[src/rtl/cheby_fx_eval.sv]
// Fixed-point Chebyshev series evaluator using the Clenshaw recurrence, one multiply-add per clock.
// Define CHEBY_FX_SAT_EN to saturate every step and the result; otherwise two's-complement wrap.
module cheby_fx_eval #(
    parameter int DATA_W = 16,
    parameter int FRAC_W = 14,
    parameter int ORDER  = 7,
    parameter int TAG_W  = 4
) (
    input  logic                       clk,
    input  logic                       rst,
    input  logic                       in_valid,
    input  logic [DATA_W-1:0]          in_data,
    input  logic [TAG_W-1:0]           in_tag,
    output logic                       in_ready,
    output logic                       out_valid,
    output logic [DATA_W-1:0]          out_data,
    output logic [TAG_W-1:0]           out_tag,
    input  logic                       out_ready,
    input  logic                       coef_we,
    input  logic [$clog2(ORDER+1)-1:0] coef_addr,
    input  logic [DATA_W-1:0]          coef_wdata,
    output logic                       coef_ready
);

    localparam int ADDR_W = $clog2(ORDER + 1);
    localparam int SUM_W  = DATA_W + 3;
    localparam int PROD_W = 2 * DATA_W;

    localparam logic signed [SUM_W-1:0] SAT_MAX = {{4{1'b0}}, {(DATA_W-1){1'b1}}};
    localparam logic signed [SUM_W-1:0] SAT_MIN = {{4{1'b1}}, {(DATA_W-1){1'b0}}};

    generate
        if (ORDER < 1) begin : g_order_check
            $error("cheby_fx_eval: ORDER must be >= 1");
        end
    endgenerate

    typedef enum logic [1:0] {
        S_IDLE,
        S_CALC,
        S_DONE
    } state_t;

    state_t                    r_state;
    logic signed [DATA_W-1:0]  r_coef [ORDER+1];
    logic signed [DATA_W-1:0]  r_x;
    logic signed [DATA_W-1:0]  r_b1;
    logic signed [DATA_W-1:0]  r_b2;
    logic [ADDR_W-1:0]         r_k;
    logic [TAG_W-1:0]          r_tag;

    logic signed [DATA_W-1:0]  w_coef_k;
    logic signed [PROD_W-1:0]  w_prod;
    logic signed [SUM_W-1:0]   w_xb;
    logic signed [SUM_W-1:0]   w_term;
    logic signed [SUM_W-1:0]   w_sum;
    logic signed [DATA_W-1:0]  w_res;
    logic                      w_addr_ok;
    logic                      w_idle;

    assign w_idle     = (r_state == S_IDLE);
    assign in_ready   = w_idle;
    assign coef_ready = w_idle;
    assign w_addr_ok  = ({1'b0, coef_addr} <= (ADDR_W+1)'(ORDER));

    // r_k == 0 selects the closing step c_0 + x*b1 - b2; otherwise c_k + 2*x*b1 - b2.
    assign w_coef_k = r_coef[r_k];
    assign w_prod   = r_x * r_b1;
    assign w_xb     = SUM_W'(w_prod >>> FRAC_W);
    assign w_term   = (r_k != '0) ? (w_xb <<< 1) : w_xb;
    assign w_sum    = SUM_W'(w_coef_k) + w_term - SUM_W'(r_b2);

`ifdef CHEBY_FX_SAT_EN
    assign w_res = (w_sum > SAT_MAX) ? SAT_MAX[DATA_W-1:0] :
                   (w_sum < SAT_MIN) ? SAT_MIN[DATA_W-1:0] :
                                       w_sum[DATA_W-1:0];
`else
    assign w_res = w_sum[DATA_W-1:0];
`endif

    // NOTE: all state uses non-blocking assignments so every register samples pre-edge values.
    always_ff @(posedge clk) begin
        if (!rst) begin
            r_state   <= S_IDLE;
            out_valid <= 1'b0;
            out_data  <= '0;
            out_tag   <= '0;
            r_x       <= '0;
            r_b1      <= '0;
            r_b2      <= '0;
            r_k       <= '0;
            r_tag     <= '0;
            // NOTE: the coefficient table is plain registers, so clearing it on reset is legal and required.
            for (int i = 0; i <= ORDER; i++) begin
                r_coef[i] <= '0;
            end
        end else begin
            if (coef_we && w_idle && w_addr_ok) begin
                r_coef[coef_addr] <= coef_wdata;
            end

            case (r_state)
                S_IDLE: begin
                    if (in_valid) begin
                        r_x     <= in_data;
                        r_tag   <= in_tag;
                        r_b1    <= '0;
                        r_b2    <= '0;
                        r_k     <= ADDR_W'(ORDER);
                        r_state <= S_CALC;
                    end
                end
                S_CALC: begin
                    if (r_k != '0) begin
                        r_b2 <= r_b1;
                        r_b1 <= w_res;
                        r_k  <= r_k - 1'b1;
                    end else begin
                        out_data  <= w_res;
                        out_tag   <= r_tag;
                        out_valid <= 1'b1;
                        r_state   <= S_DONE;
                    end
                end
                S_DONE: begin
                    if (out_ready) begin
                        out_valid <= 1'b0;
                        r_state   <= S_IDLE;
                    end
                end
                default: r_state <= S_IDLE;
            endcase
        end
    end

endmodule

[config.mk]
export PLATFORM = sky130hd
export DESIGN_NAME = cheby_fx_eval
export DESIGN_NICKNAME = d
export VERILOG_FILES = /design/src/rtl/cheby_fx_eval.sv
export SDC_FILE = /design/constraint.sdc
export NUM_CORES = 1
export LEC_CHECK = 0
export CORE_UTILIZATION = 51
export CTS_CLUSTER_DIAMETER = 100
export DETAILED_ROUTE_END_ITERATION = 16
export HOLD_SLACK_MARGIN = 0.03
export PLACE_DENSITY = 0.78
export SLEW_MARGIN = 20
export SYNTH_ARGS = -nofsm -noshare
export SYNTH_HDL_FRONTEND = slang
export SYNTH_SLANG_ARGS = --single-unit
[constraint.sdc]
create_clock -name clk -period 12.2 [get_ports clk]
set_clock_uncertainty 0.05 [all_clocks]
set_input_delay 3.66 -clock clk [delete_from_list [all_inputs] [get_ports clk]]
set_output_delay 3.66 -clock clk [all_outputs]
set_load 0.01 [all_outputs]
==> results.json <==
{
  "regToRegStartpoint": "r_b1[6]$_SDFFE_PN0P_",
  "total_power_density_per_cell_area_nw_per_um2": 173.0,
  "cts_root_buf": "clkbuf_16",
  "effective_utilization_at_floorplan": 0.5191,
  "cts_num_sinks": 209,
  "tritoncts": "done",
  "globalplace.congestion": 0.9103,
  "maxCapViolations": 0,
  "post_synthesis_cell_type_with_the_largest_combined_area": "fa_1",
  "io-pin-count": 67,
  "clk-insertion-delay-late_ns": 0.54,
  "cell_occurring_most_often_along_the_worst_timing_path": "fa_1",
  "yosysSeqAreaShare": 0.2869,
  "finalWirelength_um": 43380,
  "cpPeakStageDelay_ns": 0.76,
  "power_w": 0.003598,
  "grt_max_degree": 45,
  "floorplan.die.height_um": 195.3,
  "post_synth_inst_count": 1871,
  "numPortBuffers": 66,
  "insertedDiodeCount": 0,
  "ys_ff_latch": 209,
  "timing.slew.headroom": 0.2774,
  "stdcell_area_um2": 20800,
  "synth_edf_count": 128,
  "antenna_violations_before_repair": 0,
  "total_overflow_reported_by_the_global_router": 0,
  "cts_buffers": 23,
  "cellLeakagePower_nw": 9.143,
  "detail-route-antenna-nets": 0,
  "place_area_um2": 20090,
  "fin_crit_ns": 9.835,
  "hold-path-endpoint": "out_data[5]$_SDFFE_PN0P_",
  "r2r_slack_ns": 2.37,
  "hold_buffer_count_at_cts": 0,
  "synth_warnings": 0,
  "tns_ns": 0,
  "run_status": "completed",
  "placementRows": 70,
  "floorplan.die_area_um2": 38130,
  "die_width_um": 195.3,
  "yosys.cell_count.top_type": "inv_1",
  "area_delta_synth_final_pct": 9.202,
  "cp-start-kind": "flop",
  "worst_ep_required_time_ns": 12.58,
  "mappedNetlistNets": 2271,
  "grt_pass1_wl_um": 71180,
  "worst_slew_pin_slew_ns": 1.082,
  "place.detailed.hpwl_um": 33280,
  "vdd_ir_drop_max_v": 0.0001195,
  "timing.final.max_slew_violations": 0,
  "critical_path.reg2reg.endpoint": "out_data[15]$_SDFFE_PN0P_",
  "timing.hold.worst.start": "out_data[5]$_SDFFE_PN0P_",
  "synthFlopType": "edfxtp_1",
  "critical_path.endpoint_type": "flop",
  "numnets_final": 2291,
  "drtIter0Drc": 966,
  "netlist-cell-type-count": 67,
  "detailedRoute.firstPassIterationCount": 5,
  "layout-drive-gt1-share": 0.05451,
  "post-route-util": 0.5669,
  "synthTopCellsByCount": "326 x inv_1, 262 x fa_1, 249 x and2_1",
  "detailroute.via_count": 12980,
  "cts.reportedPaths.clkPinSlew_ns": 0.06,
  "kind_of_path_behind_the_tightest_hold_check": "flop to flop",
  "fmaxAchievable_mhz": 101.7,
  "reg2regPathDepth": 31,
  "route.detailed.vias_per_inst": 5.461,
  "asyncSetResetFlopFracSynth": 0,
  "syn-cell-area_um2": 19050,
  "avgRoutedWirePerCell_um": 18.26,
  "grt_pass1_vias": 13560,
  "whs_path_depth": 2,
  "unrepaired_setup_endpoints_after_global_routing": "false",
  "critPathKind": "flop to flop",
  "track_usage": 0.2372,
  "synth.area.top_cells": "fa_1 28%, edfxtp_1 20%, dfxtp_1 8.5%",
  "crit_arrival_ns": 10.21,
  "critical_path_maximum_fanout": 18,
  "cts_repair_resize_count": 0,
  "clock_path_buffers": 3,
  "syn_area_per_cell_um2": 10.18,
  "setup_viol_count_final": 0,
  "fin_crit_sh": 0.8061,
  "postCtsSetupBuffers": 0,
  "synth.top_cell.area_share": 0.2753,
  "remaining_drc_errors": 0,
  "final_hold_viol_count": 0,
  "cts.htree.levels": 1,
  "critical-path-slowest-cell": "dfxtp_1",
  "fp.coreArea_um2": 36700
}
## critical path: cells and delay by family (launching register included)
kind | cells | cell delay, ns
compound gates | 11 | 3.07
xor+xnor | 2 | 0.63
fa+ha+maj | 9 | 3.90
buf+inv | 5 | 0.30
flops | 1 | 0.76
simple gates | 4 | 1.01
## registers in the layout (all words and copies together) (netlist names), named ones only
| signal | count |
|---|---|
| r_tag | 4 |
| out_valid | 1 |
| r_b1 | 16 |
| r_k | 3 |
| r_state | 2 |
| out_data | 16 |
| r_x | 16 |
| out_tag | 4 |
| r_b2 | 16 |
| r_coef | 128 |
## cell usage in the layout (no fill, tap or decap), drive strengths merged, types with 4 or more instances in the layout
cell type,Yosys,layout
a21oi,80,80
ha,94,94
a211oi,4,4
xor2,8,8
xnor2,34,34
nor3,10,10
edfxtp,128,128
or3,9,9
a21o,8,8
o21a,7,7
clkbuf,82,37
nor2,66,66
mux2i,16,16
a221oi,4,4
nand3,17,17
o21ai,30,30
nand4,4,4
buf,7,18
inv,328,329
nor2b,4,4
nand2,223,223
a22oi,19,19
o21bai,5,5
and2,249,249
fa,262,262
o211ai,7,7
mux4,32,32
dfxtp,81,81
nand2b,14,14
clkdlybuf4s50,0,66
## stage by stage
step,hold WS (ns),worst slack [ns],instances
after floorplan,0.3821,3.303,1871
after global placement,0.3868,2.686,2334
after detailed placement,0.3975,2.505,2334
after CTS,0.4056,2.475,2376
after global routing,0.4267,1.909,2376
final,0.4039,2.365,2376
## cells by family (layout without fill, tap and decap cells)
logic type | after synthesis | in the layout | share of synthesized area
AO/OA/AOI/OAI | 190 | 190 | 0.06516
XOR/XNOR | 43 | 43 | 0.02089
adder cells (fa/ha/maj) | 356 | 356 | 0.3371
buffers and inverters | 417 | 454 | 0.08282
flip-flops | 209 | 209 | 0.2869
multiplexers | 49 | 49 | 0.04683
AND/OR/NAND/NOR | 607 | 607 | 0.1603
## layout make-up
cell class | instances | area, um2
Multi-Input combinational cell | 1245 | 12010
Clock buffer | 37 | 658.1
Fill cell | 3019 | 15900
Sequential cell | 209 | 5468
Inverter | 328 | 1231
Tap cell | 468 | 585.6
Timing Repair Buffer | 84 | 795.8
Clock inverter | 5 | 52.55
## how the worst max path moves through the flow
stage | from | to | slack [ns]
after floorplan | r_b1[1]$_SDFFE_PN0P_ | out_data[15]$_SDFFE_PN0P_ | 3.30
after global placement | r_x[9]$_SDFFE_PN0P_ | out_data[15]$_SDFFE_PN0P_ | 2.69
after detailed placement | r_b1[1]$_SDFFE_PN0P_ | out_data[15]$_SDFFE_PN0P_ | 2.50
after CTS | r_b1[5]$_SDFFE_PN0P_ | out_data[15]$_SDFFE_PN0P_ | 2.48
after global routing | r_b1[1]$_SDFFE_PN0P_ | out_data[15]$_SDFFE_PN0P_ | 1.91
final | r_b1[6]$_SDFFE_PN0P_ | out_data[15]$_SDFFE_PN0P_ | 2.37
## per-layer routing
metal / vias to the layer above / GRT usage / routed length [um]
li1: 5952 / - / -
met5: - / 0 / 0
met4: 0 / 0.05424 / 795
met2: 449 / 0.4037 / 21300
met3: 73 / 0.03385 / 2867
met1: 6501 / 0.3221 / 18410
## report_power, final
part | leakage (nW) | internal (W) | total, W | switching (W)
Combinational | 6.82 | 0.000842 | 0.00194 | 0.00110
Clock | 0.336 | 0.000374 | 0.000666 | 0.000292
Sequential | 1.99 | 0.000818 | 0.000990 | 0.000172
No activity file was read; power rests on OpenSTA's default activity.
